--- src/rtl/seq_divider.sv ---
// Multi-cycle restoring divider: one shift-and-conditional-subtract per cycle,
// start/ready/valid handshake. Define SEQ_DIVIDER_SIGNED_EN to add signed_i.
module seq_divider #(
    parameter int WIDTH = 32
) (
    input  logic             clk_i,
    input  logic             rst_i,
    input  logic             start_i,
`ifdef SEQ_DIVIDER_SIGNED_EN
    input  logic             signed_i,
`endif
    input  logic [WIDTH-1:0] dividend_i,
    input  logic [WIDTH-1:0] divisor_i,
    output logic             ready_o,
    output logic             valid_o,
    output logic [WIDTH-1:0] quotient_o,
    output logic [WIDTH-1:0] remainder_o,
    output logic             div_by_zero_o
);

    localparam int CNT_W = $clog2(WIDTH) + 1;
    localparam logic [CNT_W-1:0] LAST_CNT = CNT_W'(WIDTH - 1);

    localparam logic [1:0] IDLE = 2'd0;
    localparam logic [1:0] CALC = 2'd1;
    localparam logic [1:0] DONE = 2'd2;

    logic [1:0]       state;
    logic [WIDTH-1:0] r_q;
    logic [WIDTH-1:0] q_q;
    logic [WIDTH-1:0] divisor_q;
    logic [CNT_W-1:0] cnt;
    logic             neg_quot;
    logic             neg_rem;

    logic             dvd_neg;
    logic             dvs_neg;
    logic [WIDTH-1:0] dvd_mag;
    logic [WIDTH-1:0] dvs_mag;
    logic [WIDTH+1:0] trial;
    logic [WIDTH-1:0] r_next;
    logic [WIDTH-1:0] q_next;
    logic [WIDTH-1:0] quot_fix;
    logic [WIDTH-1:0] rem_fix;

    // Operand conditioning: signed operands are reduced to magnitudes up front.
    always_comb begin
        // NOTE: every combinational output gets a default first so no latch is inferred.
        dvd_neg = 1'b0;
        dvs_neg = 1'b0;
`ifdef SEQ_DIVIDER_SIGNED_EN
        dvd_neg = signed_i & dividend_i[WIDTH-1];
        dvs_neg = signed_i & divisor_i[WIDTH-1];
`endif
        dvd_mag = dvd_neg ? ('0 - dividend_i) : dividend_i;
        dvs_mag = dvs_neg ? ('0 - divisor_i) : divisor_i;
    end

    // The shifted partial remainder can need WIDTH+1 bits, so the trial
    // subtract is one bit wider still and its top bit is the borrow.
    always_comb begin
        trial = {1'b0, r_q, q_q[WIDTH-1]} - {2'b00, divisor_q};
        if (trial[WIDTH+1]) begin
            r_next = {r_q[WIDTH-2:0], q_q[WIDTH-1]};
            q_next = {q_q[WIDTH-2:0], 1'b0};
        end else begin
            r_next = trial[WIDTH-1:0];
            q_next = {q_q[WIDTH-2:0], 1'b1};
        end
        quot_fix = neg_quot ? ('0 - q_next) : q_next;
        rem_fix  = neg_rem  ? ('0 - r_next) : r_next;
    end

    assign ready_o = (state == IDLE);
    assign valid_o = (state == DONE);

    always_ff @(posedge clk_i or posedge rst_i) begin
        if (rst_i) begin
            state         <= IDLE;
            r_q           <= '0;
            q_q           <= '0;
            divisor_q     <= '0;
            cnt           <= '0;
            neg_quot      <= 1'b0;
            neg_rem       <= 1'b0;
            quotient_o    <= '0;
            remainder_o   <= '0;
            div_by_zero_o <= 1'b0;
        end else begin
            // NOTE: sequential state uses non-blocking assignments so every
            // register samples pre-edge values, matching the hardware.
            case (state)
                IDLE: begin
                    if (start_i) begin
                        div_by_zero_o <= (divisor_i == '0);
                        if (divisor_i == '0) begin
                            quotient_o  <= '1;
                            remainder_o <= dividend_i;
                            state       <= DONE;
                        end else begin
                            r_q       <= '0;
                            q_q       <= dvd_mag;
                            divisor_q <= dvs_mag;
                            cnt       <= '0;
                            neg_quot  <= dvd_neg ^ dvs_neg;
                            neg_rem   <= dvd_neg;
                            state     <= CALC;
                        end
                    end
                end
                CALC: begin
                    r_q <= r_next;
                    q_q <= q_next;
                    cnt <= cnt + 1'b1;
                    if (cnt == LAST_CNT) begin
                        quotient_o  <= quot_fix;
                        remainder_o <= rem_fix;
                        state       <= DONE;
                    end
                end
                DONE:    state <= IDLE;
                default: state <= IDLE;
            endcase
        end
    end

endmodule

--- config.mk ---
export PLATFORM = sky130hd
export DESIGN_NAME = seq_divider
export DESIGN_NICKNAME = d
export VERILOG_FILES = /design/src/rtl/seq_divider.sv
export SDC_FILE = /design/constraint.sdc
export NUM_CORES = 1
export LEC_CHECK = 0
export CAP_MARGIN = 20
export CORE_UTILIZATION = 50
export DETAILED_ROUTE_END_ITERATION = 16
export DONT_BUFFER_PORTS = 1
export HOLD_SLACK_MARGIN = 0.06
export PLACE_DENSITY_LB_ADDON = 0.1
export REMOVE_ABC_BUFFERS = 1
export SLEW_MARGIN = 25
export SYNTH_ARGS = -nofsm -noshare
export SYNTH_HDL_FRONTEND = slang
export SYNTH_SLANG_ARGS = --single-unit
export TNS_END_PERCENT = 30
--- constraint.sdc ---
create_clock -name clk_i -period 7.05 [get_ports clk_i]
set_clock_uncertainty 0.15 [all_clocks]
set_input_delay 1.41 -clock clk_i [delete_from_list [all_inputs] [get_ports clk_i]]
set_output_delay 1.41 -clock clk_i [all_outputs]
set_load 0.02 [all_outputs]
==> results.txt <==
Fraction of layout cells with a size suffix above 1 - 6.646%
GR Util All Layers - 25.27%
R2r startpoint - q_q[31]$_DFFE_PP0P_
Worst R2R Setup Slack - 3.38 ns
EDFF count, synth - 0
Global-route met3 utilization - 5.686%
Crit. End Element - flop
Post-synth ARST share - 100.0%
Buffers on Ports - 0
Clock root buffer - clkbuf_16
Largest net degree at the start of global routing - 106
DR iter-0 viols - 419
Crit Path Class - in -> reg
Slew @ Worst Pin - 0.9018 ns
Final Hold Viols - 0
Complex-gate fraction of the synthesized area - 21.17%
Initial antenna violation count - 0
Hold worst-path end - cnt[0]$_DFFE_PP0P_
Mux cell area share after synthesis - 3.125%
Vias in the first global route - 6691
Largest family of logic cells by synthesized area - compound AO/OA/AOI/OAI gates
I/O pins - 134
Unrepaired setup endpoints after global routing - no
Critical path fanouts, max - 55
Die Y - 135.3 microns
Setup TNS - 0 ns
Hold Buf Count CTS - 0
Leading area contributor after synthesis - dfrtp_1
Cell Rows - 48
Most common cell after layout, fill and taps aside - nand2_1
Core ar. - 0.01736 sq mm
Die area - 0.01831 sq mm
Worst r2r path cells - 13
VDD IR max - 0.2695 mV
Area delta synth->final - 7.967%
Netlist cell types - 60
Area contributors post-synth - dfrtp_1, nand2_1, o21ai_0
Fmax - 230.2 MHz
Fill cell count - 1592
Final setup viols - 0
Yosys reg bits - 169
DRT Pass-1 Iters - 5
Antenna Cells - 0
Dpl hpwl - 15.00 mm
Synthesis Warnings - 0
Drt total wl - 21.74 mm
Leak Pwr - 4.325 nW
Num CTS Buffers - 17
Commonest non-fill, non-tap cells in the layout - nand2_1, dfrtp_1, o21ai_0, nor2_1, inv_1
Final WS setup - 2.706 ns
Die X - 135.3 microns
Post-route ant nets - 0
DR WL/cell - 18.07 microns
Max Cap Violations - 0
Register area - 0.004229 sq mm
First-pass GRT wire length - 35.69 mm
GRT overflow - 0
Final Cycle Share - 61.62%
Post-Synth XOR/XNOR Area - 2.956%
CTS tree - done
Post-CTS Setup Bufs - 0
Max-slew violation count - 0
Vias - 6950
Multi-input logic area - 0.004277 sq mm
M1 GR Usage - 36.24%
Critical Path Source - divisor_i[11]
Pwr dens - 620.2 mW/mm^2
Hold Path Stages - 1
Detailed-route vias per instance - 5.777
Post-Syn Area per Cell - 8.915 sq um
Fin nets - 1066
Simple-gate share of the synthesized area - 15.51%
Synth top area share - 47.58%
Status - completed
Final hold slack - 0.3560 ns
Min-Delay Startpoint - cnt[0]$_DFFE_PP0P_
Max_slew headroom - 39.79%
Worst r2r dst - remainder_o[28]$_DFFE_PP0P_
Worst Setup Start Kind - input pin
Post_cts resized - 0
RePlAce Congestion - 0.8694
Clock Sinks - 169
Grt peak-use layer - met2
Pre-CTS setup slack - 2.204 ns
Worst-path clk slew - 0.07 ns
Mapped Cells - 997
Min-delay worst type - reg -> reg
Sequential fraction of the synthesis area - 47.58%
# DRC - 0
Cell Area, Synth - 0.008889 sq mm
Starting density of the core - 51.21%
Crit path time final - 4.344 ns
Main synth FF type - dfrtp_1
Clk buf depth - 2
Synth Area in Adders - 4.870%
CP Data Required Time - 7.22 ns
Arrival @ worst endpoint - 4.51 ns
Worst-Skew Late Latency - 0.43 ns
Grt met2 use - 38.52%
H-tree levels - 4
[state kept, by name, indices dropped and copies added (netlist names)]
signal         count
remainder_o       32
divisor_q         32
cnt                6
quotient_o        32
r_q               32
q_q               32
div_by_zero_o      1
state              2
[worst max path at each step]
stage                                        to  slack (ns)  cells past startpoint
floorplan           remainder_o[16]$_DFFE_PP0P_        0.76                      8
global placement     remainder_o[1]$_DFFE_PP0P_        2.23                      9
detailed placement   remainder_o[1]$_DFFE_PP0P_        2.20                      9
CTS                  remainder_o[1]$_DFFE_PP0P_        2.62                      9
global route         remainder_o[1]$_DFFE_PP0P_        2.54                      9
finish               remainder_o[1]$_DFFE_PP0P_        2.71                      9
[routing by layer]
layer | share of wire (%) | wire length [microns] | up-vias
met5 | 0 | 0 | -
met4 | 0.98 | 213 | 0
met3 | 6.3 | 1367 | 17
met2 | 45 | 9784 | 188
met1 | 48 | 10370 | 3347
li1 | - | - | 3398
[cell type report]
cell class	instances	area share [%]
clock buffer	18	4.472
clock inverter	14	1.460
multi-input combinational	724	44.56
tap	225	2.934
inverter	44	1.799
sequential	169	44.07
timing repair buffer	9	0.7040
[cells by family after synthesis]
kind of cell,Yosys count
xor gates and xnor gates,30
adders and majority gates,34
DFF,169
AOI/OAI and AO/OA,299
buffers and inverters,104
and+or+nand+nor,334
muxes,27
[worst max-delay path: stages]
cell and delay [ns]:
nor4_1 0.52, nand4_1 0.26, nor2_1 0.18, and2_0 0.21, o21ai_4 0.05, buf_4 0.31
inv_2 0.74, buf_4 0.41, mux2_2 0.37
[through the flow]
stage / instance area, sq um / power, mW / util [%] / std cells
3_5_place_dp: 9025 / 5.067 / 52.00 / 1171
3_3_place_gp: 9025 / 5.023 / 52.00 / 1171
2_1_floorplan: 8628 / 4.284 / - / 937
4_1_cts: 9594 / 5.989 / 55.28 / 1203
6_report: 9597 / 5.952 / 55.29 / 1203
5_1_grt: 9597 / 6.467 / 55.29 / 1203
[report_power, final]
part	total, mW	leakage (nW)	internal, mW	switching, mW
registers	1.98	2.04	1.44	0.541
clock network	0.913	0.268	0.494	0.419
logic	3.05	2.01	1.16	1.89
total	5.95	4.33	3.10	2.85
[cells in the mapped netlist, drive strengths merged, types with 2 or more instances]
cell type / instances
and2: 4
or3: 3
nand3: 6
buf: 10
a311oi: 2
nand2b: 4
mux2i: 21
xnor2: 18
and3: 2
o22a: 4
nor2: 59
xor2: 12
mux2: 6
a21boi: 2
o31ai: 5
o21a: 24
inv: 44
a31oi: 40
o22ai: 2
o221ai: 4
o21bai: 4
o31a: 2
o211ai: 20
clkbuf: 50
nor2b: 2
nand4: 10
a21o: 21
or3b: 2
a211oi: 2
nand2: 220
dfrtp: 169
nor3: 9
o21ai: 117
ha: 33
a221o: 2
nor4: 11
a21oi: 40
Note: power is estimated with default switching activity, not from simulation.
